### src/rtl/cache_pkg.sv
// Shared defaults, derived widths and FSM state type for the cache data array.
package cache_pkg;

  // Default geometry.
  localparam int unsigned LINES_DEF      = 8;
  localparam int unsigned LINE_BYTES_DEF = 32;
  localparam int unsigned WORD_BYTES_DEF = 4;
  localparam int unsigned BEAT_BYTES_DEF = 8;

  // Widths derived for the default geometry.
  localparam int unsigned IDX_W  = $clog2(LINES_DEF);
  localparam int unsigned OFS_W  = $clog2(LINE_BYTES_DEF);
  localparam int unsigned WORD_W = 8 * WORD_BYTES_DEF;
  localparam int unsigned BEATS  = LINE_BYTES_DEF / BEAT_BYTES_DEF;
  localparam int unsigned CNT_W  = (BEATS > 1) ? $clog2(BEATS) : 1;

  typedef enum logic [0:0] {
    StIdle,
    StFill
  } fill_state_t;

endpackage

### src/rtl/cache_line_reg.sv
// One cache line of byte-addressable storage with per-byte write enables.
module cache_line_reg
  import cache_pkg::*;
#(
  parameter int unsigned LINE_BYTES = LINE_BYTES_DEF
) (
  input  logic                    clk,
  input  logic                    reset,
  input  logic [LINE_BYTES-1:0]   we,
  input  logic [8*LINE_BYTES-1:0] wdata,
  output logic [8*LINE_BYTES-1:0] rdata
);

  logic [8*LINE_BYTES-1:0] data_q;

  // Byte-granular storage; cleared asynchronously on reset.
  always_ff @(posedge clk or negedge reset) begin
    if (!reset) begin
      data_q <= '0;
    end else begin
      for (int i = 0; i < LINE_BYTES; i++) begin
        if (we[i]) data_q[i*8 +: 8] <= wdata[i*8 +: 8];
      end
    end
  end

  assign rdata = data_q;

endmodule

### src/rtl/cache_data_array.sv
// Multi-line cache data store: word reads, byte-masked writes and a
// multi-beat line refill engine with a valid/ready beat handshake.
module cache_data_array
  import cache_pkg::*;
#(
  parameter int unsigned LINES      = LINES_DEF,
  parameter int unsigned LINE_BYTES = LINE_BYTES_DEF,
  parameter int unsigned WORD_BYTES = WORD_BYTES_DEF,
  parameter int unsigned BEAT_BYTES = BEAT_BYTES_DEF
) (
  input  logic                          clk,
  input  logic                          reset,
  input  logic                          req_valid,
  output logic                          req_ready,
  input  logic                          req_we,
  input  logic [$clog2(LINES)-1:0]      req_index,
  input  logic [$clog2(LINE_BYTES)-1:0] req_offset,
  input  logic [WORD_BYTES-1:0]         req_be,
  input  logic [8*WORD_BYTES-1:0]       req_wdata,
  output logic                          rsp_valid,
  output logic [8*WORD_BYTES-1:0]       rsp_rdata,
  input  logic                          fill_start,
  input  logic [$clog2(LINES)-1:0]      fill_index,
  input  logic                          fill_valid,
  output logic                          fill_ready,
  input  logic [8*BEAT_BYTES-1:0]       fill_data,
  output logic                          fill_done,
  output logic                          busy
);

  localparam int unsigned IdxW      = $clog2(LINES);
  localparam int unsigned LineW     = 8 * LINE_BYTES;
  localparam int unsigned WordW     = 8 * WORD_BYTES;
  localparam int unsigned Beats     = LINE_BYTES / BEAT_BYTES;
  localparam int unsigned Words     = LINE_BYTES / WORD_BYTES;
  localparam int unsigned CntW      = (Beats > 1) ? $clog2(Beats) : 1;
  localparam int unsigned WordShift = $clog2(WORD_BYTES);

  fill_state_t     state_q, state_d;
  logic [CntW-1:0] cnt_q, cnt_d;
  logic [IdxW-1:0] fidx_q, fidx_d;

  logic req_acc, beat_acc, last_beat;
  int unsigned word_sel, beat_sel;

  logic [LINE_BYTES-1:0] req_mask, beat_mask;
  logic [LineW-1:0]      line_wdata;
  logic [LineW-1:0]      line_rdata [LINES];
  logic [LINE_BYTES-1:0] line_we    [LINES];
  logic [WordW-1:0]      old_word, merged_word;

  logic             rsp_valid_q, fill_done_q;
  logic [WordW-1:0] rsp_rdata_q;

  assign req_ready  = (state_q == StIdle) && !fill_start;
  assign fill_ready = (state_q == StFill);
  assign busy       = (state_q == StFill);

  assign req_acc   = req_valid && req_ready;
  assign beat_acc  = fill_ready && fill_valid;
  assign last_beat = (cnt_q == CntW'(Beats - 1));

  // FSM, beat counter and latched refill index registers.
  always_ff @(posedge clk or negedge reset) begin
    if (!reset) begin
      state_q <= StIdle;
      cnt_q   <= '0;
      fidx_q  <= '0;
    end else begin
      state_q <= state_d;
      cnt_q   <= cnt_d;
      fidx_q  <= fidx_d;
    end
  end

  // Next-state: fill_start wins over requests in IDLE; FILL ignores fill_start.
  always_comb begin
    state_d = state_q;
    cnt_d   = cnt_q;
    fidx_d  = fidx_q;
    unique case (state_q)
      StIdle: begin
        if (fill_start) begin
          state_d = StFill;
          cnt_d   = '0;
          fidx_d  = fill_index;
        end
      end
      StFill: begin
        if (fill_valid) begin
          cnt_d = cnt_q + CntW'(1);
          if (last_beat) begin
            state_d = StIdle;
            cnt_d   = '0;
          end
        end
      end
      default: state_d = StIdle;
    endcase
  end

  // Byte-enable masks within a line and the write data replicated across it.
  // Requests and beats are mutually exclusive by state, so one shared data bus suffices.
  always_comb begin
    word_sel  = 32'(req_offset) >> WordShift;
    beat_sel  = 32'(cnt_q);
    req_mask  = '0;
    beat_mask = '0;
    if (req_acc && req_we) req_mask[word_sel*WORD_BYTES +: WORD_BYTES] = req_be;
    if (beat_acc) beat_mask[beat_sel*BEAT_BYTES +: BEAT_BYTES] = '1;
    line_wdata = fill_ready ? {Beats{fill_data}} : {Words{req_wdata}};
  end

  for (genvar l = 0; l < LINES; l++) begin : g_line
    assign line_we[l] = ((req_index == IdxW'(l)) ? req_mask  : '0) |
                        ((fidx_q    == IdxW'(l)) ? beat_mask : '0);

    cache_line_reg #(
      .LINE_BYTES(LINE_BYTES)
    ) u_line (
      .clk  (clk),
      .reset(reset),
      .we   (line_we[l]),
      .wdata(line_wdata),
      .rdata(line_rdata[l])
    );
  end

  // Response word: stored word with enabled bytes replaced by write data.
  always_comb begin
    old_word = line_rdata[req_index][word_sel*WordW +: WordW];
    for (int k = 0; k < WORD_BYTES; k++) begin
      merged_word[k*8 +: 8] = (req_we && req_be[k]) ? req_wdata[k*8 +: 8] : old_word[k*8 +: 8];
    end
  end

  // Registered response and refill-complete pulse.
  always_ff @(posedge clk or negedge reset) begin
    if (!reset) begin
      rsp_valid_q <= 1'b0;
      rsp_rdata_q <= '0;
      fill_done_q <= 1'b0;
    end else begin
      rsp_valid_q <= req_acc;
      if (req_acc) rsp_rdata_q <= merged_word;
      fill_done_q <= beat_acc && last_beat;
    end
  end

  assign rsp_valid = rsp_valid_q;
  assign rsp_rdata = rsp_rdata_q;
  assign fill_done = fill_done_q;

endmodule
### config.mk
export PLATFORM = sky130hd
export DESIGN_NAME = cache_data_array
export DESIGN_NICKNAME = d
export VERILOG_FILES = /design/src/rtl/cache_pkg.sv /design/src/rtl/cache_line_reg.sv /design/src/rtl/cache_data_array.sv
export SDC_FILE = /design/constraint.sdc
export NUM_CORES = 2
export LEC_CHECK = 0
export CORE_MARGIN = 5
export CORE_UTILIZATION = 50
export CTS_BUF_LIST = sky130_fd_sc_hd__clkbuf_16
export DETAILED_ROUTE_END_ITERATION = 12
export PLACE_DENSITY = 0.75
export SLEW_MARGIN = 20
export SYNTH_ARGS = -nofsm -noshare
export SYNTH_HDL_FRONTEND = slang
export SYNTH_SLANG_ARGS = --single-unit
### constraint.sdc
create_clock -name clk -period 7.5 [get_ports clk]
set_clock_uncertainty 0.05 [all_clocks]
set_input_delay 1.5 -clock clk [delete_from_list [all_inputs] [get_ports clk]]
set_output_delay 1.5 -clock clk [all_outputs]
set_load 0.05 [all_outputs]
# After elaboration in Yosys (flattened, before gate mapping)

Cells that the tools add are included.

Flip-flop bits (word level): 2088
Word-level logic and storage cells: 348

Add/subtract/negate cells: 3
Order comparisons: 1
Eq/ne operators: 17
Shift operators: 5
Multiplexer cells: 34
Bitwise operators: 12
Reductions and logical operators: 14

Operators by type and width:

| kind                                                        | count |
|---|---|
| binary-select mux 256 bit (select 3 bit)                    | 1 |
| two-way mux 256 bit                                         | 3 |
| two-way mux 32 bit                                          | 18 |
| OR 32 bit                                                   | 8 |
| variable part select 256 x 9 -> 32 bit                      | 1 |
| negation 5 -> 34 bit                                        | 2 |
| bitwise AND 32 bit                                          | 2 |
| variable shift 4 x 34 -> 32 bit, first input constant       | 1 |
| variable shift 8 x 34 -> 32 bit, first input constant       | 1 |
| variable part select 4 x 34 -> 32 bit                       | 1 |
| variable part select 8 x 34 -> 32 bit, first input constant | 1 |
| two-way mux 8 bit                                           | 4 |
| equality test 3 bit, second input constant                  | 8 |
| equality test 3 x 2 -> 1 bit, second input constant         | 4 |
| logical AND 1 bit                                           | 9 |
| equality test 3 x 1 -> 1 bit, second input constant         | 2 |
| logical NOT 3 bit                                           | 2 |
| two-way mux 2 bit                                           | 3 |
| greater-or-equal comparator 4 bit, second input constant    | 1 |
| inequality test 2 bit, second input constant                | 2 |
| NOT 3 -> 4 bit                                              | 1 |
| case mux 2 bit (2 select lines)                             | 1 |
| AND reduction 2 bit                                         | 2 |
| two-way mux 1 bit                                           | 3 |
| 5 further kinds                                             | 5 |

# Logic depth before layout (Yosys ltp)

Depth in word-level cells: 7
Gate-level depth with buffers: 12

# By module

From an unflattened synthesis, not the netlist that was laid out.

Cells, all modules: 6367
Area, all modules: 98588.3 um^2

Modules (own cells, without submodules):

| module           | instances | cells an instance | area an instance (um^2) | seq. area each (um^2) |
|---|---|---|---|---|
| cache_line_reg   | 8         | 544               | 9649.3                  | 6406.1 |
| cache_data_array | 1         | 2015              | 21394.3                 | 1001.0 |

# Worst setup path before layout

OpenSTA, ideal clock, no wires.

Kind: input to register
From: input req_offset[3]
To: register g_line[7].u_line.data_q[0]
Setup time: 0.125 ns
Data arrival time: 4.278 ns
Setup slack: 3.047 ns
Stages on the path: 9
Cells stage by stage: clkbuf_1 -> inv_1 -> buf_1 -> ha_1 -> ha_1 -> nor4_4 -> nand4_4 -> o22ai_4 -> mux2_4

Word-level cells in the longest chain between the ends: 6
Elaborated cells between the ends (all ways): 7
Those cells by class: 1 x add/sub; 2 x shift; 2 x mux; 2 x bitwise

Ends and longest elaborated chain:

| item                                                                                     | line                    | source |
|---|---|---|
| start, declared                                                                          | cache_data_array.sv:17  | `input logic [$clog2(LINE_BYTES)-1:0] req_offset,` |
| negation 5 -> 34 bit (*)                                                                 | cache_data_array.sv:109 | `if (req_acc && req_we) req_mask[word_sel*WORD_BYTES +: WORD_BYTES] = req_be;` |
| variable part select 4 x 34 -> 32 bit or variable shift 4 x 34 -> 32 bit (tied branches) | cache_data_array.sv:109 |  |
| bitwise AND 32 bit (no source line) (*)                                                  | --                      |  |
| two-way mux 32 bit (*)                                                                   | cache_data_array.sv:109 |  |
| two-way mux 32 bit (*)                                                                   | cache_data_array.sv:115 | `assign line_we[l] = ((req_index == IdxW'(l)) ? req_mask : '0) \|` |
| OR 32 bit (*)                                                                            | cache_data_array.sv:115 |  |
| end signal, assigned by index                                                            | cache_line_reg.sv:22    | `if (we[i]) data_q[i*8 +: 8] <= wdata[i*8 +: 8];` |
| end, declared                                                                            | cache_line_reg.sv:14    | `logic [8*LINE_BYTES-1:0] data_q;` |

Mark *: on every way between the ends. The rest lies on a longest branch, timed or not.
A chain may end at the register's enable or synchronous reset.

# Final worst setup path

From: input fill_start
To: register g_line[4].u_line.data_q[64]

Word-level cells in the longest chain between the ends: 7

Ends and longest elaborated chain:

| item                          | line                    | source |
|---|---|---|
| start, declared               | cache_data_array.sv:22  | `input logic fill_start,` |
| logical NOT 1 bit             | cache_data_array.sv:55  | `assign req_ready = (state_q == StIdle) && !fill_start;` |
| logical AND 1 bit             | cache_data_array.sv:55  |  |
| logical AND 1 bit             | cache_data_array.sv:59  | `assign req_acc = req_valid && req_ready;` |
| logical AND 1 bit             | cache_data_array.sv:109 |  |
| two-way mux 32 bit            | cache_data_array.sv:109 |  |
| two-way mux 32 bit            | cache_data_array.sv:115 |  |
| OR 32 bit                     | cache_data_array.sv:115 |  |
| end signal, assigned by index | cache_line_reg.sv:22    |  |
| end, declared                 | cache_line_reg.sv:14    |  |

No other way between the ends.

==> results list <==
- Status: completed
* Global-route track usage on met2: 0.420
- Global route overflow: 0
- Yosys reg bits: 2088
- The share of synthesized area in the top cell type comes to 0.534.
* Worst Setup End Kind: register
* Synthesized netlist net count: 6524
* Count of distinct cell types in the synthesized netlist: 80
- Leakage: 48.9 nW
- Post-Syn Area per Cell: 15.3 sq um
* Crit path required time: 8170 ps
* Number of buffers inserted to repair setup after CTS: 0
- Period minus WS final: 4790 ps
- Path type of the worst setup path: in -> reg
- Using the TritonRoute via totals, the vias-per-cell ratio works out to 6.46.
- Reg clk slew, reported paths: 60 ps
- Cell breakdown of the critical path: clkdlybuf4s50_1, or3b_4, inv_2, nand4_1, nor3_2, buf_4, and2_1, a21oi_2, mux2_2
* Part of the power in combinational logic: 0.297
* Share of flip-flops with an asynchronous set or reset after synthesis: 1.00
- In the final timing run, aggregate negative setup slack is 0 ps.
* Number of enable flip-flop cells after synthesis: 0
- From synthesis to final layout, the design area changed by 11.0%.
* Most congested layer reported by global routing: met2
- Across every metal layer, demand over resource in global routing totals 0.287.
* Filler Cell Count: 15200
* Least-Margin Pin Slew: 1300 ps
- The final number of hold-violating endpoints is 0.
* Final setup viols: 0
- Maximum number of pins on one net before global-route repair: 179
- Site row count: 162
* IR Drop Worst-Case VDD: 0.211 mV
- Routed len/inst: 31.6 um
- The worst setup path is launched from an input pin.
- After synthesis the cells add up to 0.0979 sq mm.
- Internal power: 28.3 mW
- In this run the worst path has a maximum fanout of 14.
- Summing internal, switching and leakage power gives 40.7 mW.
- In this run the power density over the cells is 375 mW/mm^2.
- Sink Count: 2088
* Area taken by flip-flops and latches: 0.0523 sq mm
* Die width: 452 um
* Antenna Nets Post-Route: 0
* Clock Tree Buf Depth: 3
- Combined area of the multi-input logic cells: 0.0439 sq mm
- Buffers inserted during clock tree synthesis total 212.
- The max-slew violation count was 0.
- For this configuration, the core starts out at a cell density of 0.502.
* Gate count after technology mapping: 6396
- Post-synth top cells: sky130_fd_sc_hd__dfrtp_1, sky130_fd_sc_hd__mux2_2, sky130_fd_sc_hd__mux4_2
- The via count of the first global-routing pass is 62100.
- In the post-synthesis netlist, the biggest area contributors are sky130_fd_sc_hd__dfrtp_1, sky130_fd_sc_hd__mux2_2, sky130_fd_sc_hd__mux4_2, sky130_fd_sc_hd__a21oi_2, sky130_fd_sc_hd__nand2_1.
- The initial antenna violation count was 14.
- The routed layout has 59800 vias.
* Power share of the sequential group: 0.458
- Headroom to the max-slew limit came out at 0.136.
- Once layout is complete, the utilization of the core stands at 0.558.
- Post-cts hold buffer count: 0
- CP max stage delay: 640 ps
- Net count, final: 6571
- Final routed DRC violation total: 0
- Global routing met1 resource utilization: 0.385
- The first global-routing pass estimated 433000 um of wire.
- The tightest min-delay check is of the reg -> reg type.
- Arrival time at the worst endpoint: 5460 ps
* Floorplan die height: 452 um
- Setup repair after global routing left no endpoint under its margin.
* Clock power share: 0.245
- Hold_ws: 439 ps
- The later pin in the worst-skew pair is clocked with a latency of 860 ps.
- Post-synth top area cell: sky130_fd_sc_hd__dfrtp_1
- P_sw: 12.4 mW
* IO buf count: 151
- Switching Fraction: 0.305
- Yosys warnings: 0
- Clock tree from TritonCTS: done
* Boundary Pins: 154
- The floorplan step defined a die boundary enclosing 0.205 sq mm.
* Fraction of layout cells with a size suffix above 1: 0.508
- The detailed router finished its first iteration with 5897 violations.
- The largest individual stage delay along the critical path comes from the cell sky130_fd_sc_hd__clkdlybuf4s50_1.
* Sum of net half-perimeters after detailed placement: 189000 um
- CTS built an H-tree with a depth of 4.
- Number of resized instances in the post-cts repair step: 0
* Maximum frequency from static timing analysis: 209 MHz
- Wirelength, routed: 293000 um
- The share of the Yosys chip area taken by registers is 0.534.
* Core area: 0.195 sq mm
- At the end of routability-driven placement, the weighted congestion stood at 0.879.
- Top FF cell, synth: sky130_fd_sc_hd__dfrtp_1
* Global routing usage on met3: 0.0896
- In this run the clock root is driven by a sky130_fd_sc_hd__clkbuf_16.
- The first detailed-routing pass ran for 6 iterations.
- Of the available clock period, the critical path in the final layout requires 0.639.
- Among all cell types in the netlist, the one instantiated most often is sky130_fd_sc_hd__dfrtp_1.
- Number of max-capacitance violations reported: 0
-- power by group through the flow --
stage / logic [mW] / clock network, mW / registers (mW)
6_report: 12.1 / 9.96 / 18.7
4_1_cts: 12.0 / 10.1 / 18.6
2_1_floorplan: 8.76 / 0 / 18.1
3_3_place_gp: 11.5 / 0 / 18.3
5_1_grt: 12.9 / 10.5 / 19.2
3_5_place_dp: 12.0 / 0 / 18.8
-- sequential cells by signal, summed over array words and instances, names as in the netlist --
register,cells
busy,1
cnt_q,2
fidx_q,3
fill_done,1
g_line.u_line.rdata,2048
rsp_rdata,32
rsp_valid,1
-- worst max-delay path, delay by kind of cell --
family | cells | cell delay [ps]
and+or+nand+nor | 4 | 1930
buffers and inverters | 3 | 1310
muxes | 1 | 390
AOI/OAI and AO/OA | 1 | 320
-- worst paths after layout --
path	start	endpoint	slack (ps)	depth (start not counted)
worst min-delay path	g_line[0].u_line.rdata[3]	g_line[0].u_line.rdata[3]	440	1
worst min register to register	g_line[0].u_line.rdata[3]	g_line[0].u_line.rdata[3]	440	1
worst max-delay path	fill_start	g_line[4].u_line.rdata[64]	2710	9
worst max register to register	busy	g_line[4].u_line.rdata[64]	3390	8
min in group asynchronous	reset	g_line[2].u_line.rdata[132]	570	1
max in group asynchronous	reset	g_line[3].u_line.rdata[247]	4950	3
-- cell type report --
class / count / area share
sequential: 2088 / 0.481
tap: 2624 / 0.0302
clock buffer: 215 / 0.0495
clock inverter: 179 / 0.00966
inverter: 12 / 0.000484
multi-input combinational: 3845 / 0.404
antenna: 7 / 0.000161
timing repair buffer: 284 / 0.0254
-- logic make-up (layout without fill, tap and decap cells) --
logic type,after synthesis,count (layout),share of synthesized area
fa+ha+maj,11,11,0.00141
simple gates,600,600,0.0298
compound gates,554,554,0.0464
buf+inv,463,690,0.0210
mux,2680,2680,0.367
flops,2088,2088,0.534
other cells,0,7,0
-- per-layer routing --
metal	up-vias	wire length (um)
li1	24100	-
met1	32200	116000
met2	2665	130000
met3	771	28400
met4	14	18300
met5	-	414
-- metrics by stage --
step / cell area (sq um) / cells / worst slack (ps)
floorplan: 97900 / 6396 / 3050
global placement: 102000 / 8852 / 2060
detailed placement: 102000 / 8852 / 2000
CTS: 109000 / 9246 / 2730
global route: 109000 / 9248 / 2720
finish: 109000 / 9254 / 2710
-- cells in the final DEF (no fill, tap or decap), drive strengths merged, types with 13 or more instances in the layout --
cell / Yosys / routed
a21oi: 279 / 279
and2: 25 / 25
and3: 18 / 18
buf: 173 / 140
clkbuf: 278 / 215
clkdlybuf4s50: 0 / 144
clkinv: 1 / 104
dfrtp: 2088 / 2088
inv: 11 / 74
mux2: 2082 / 2082
mux2i: 78 / 78
mux4: 520 / 520
nand2: 289 / 289
nand2b: 37 / 37
nand3: 39 / 39
nor2: 127 / 127
nor3: 13 / 13
o211ai: 13 / 13
o21ai: 98 / 98
o221ai: 14 / 14
o22ai: 52 / 52
Note: power is estimated with default switching activity, not from simulation.
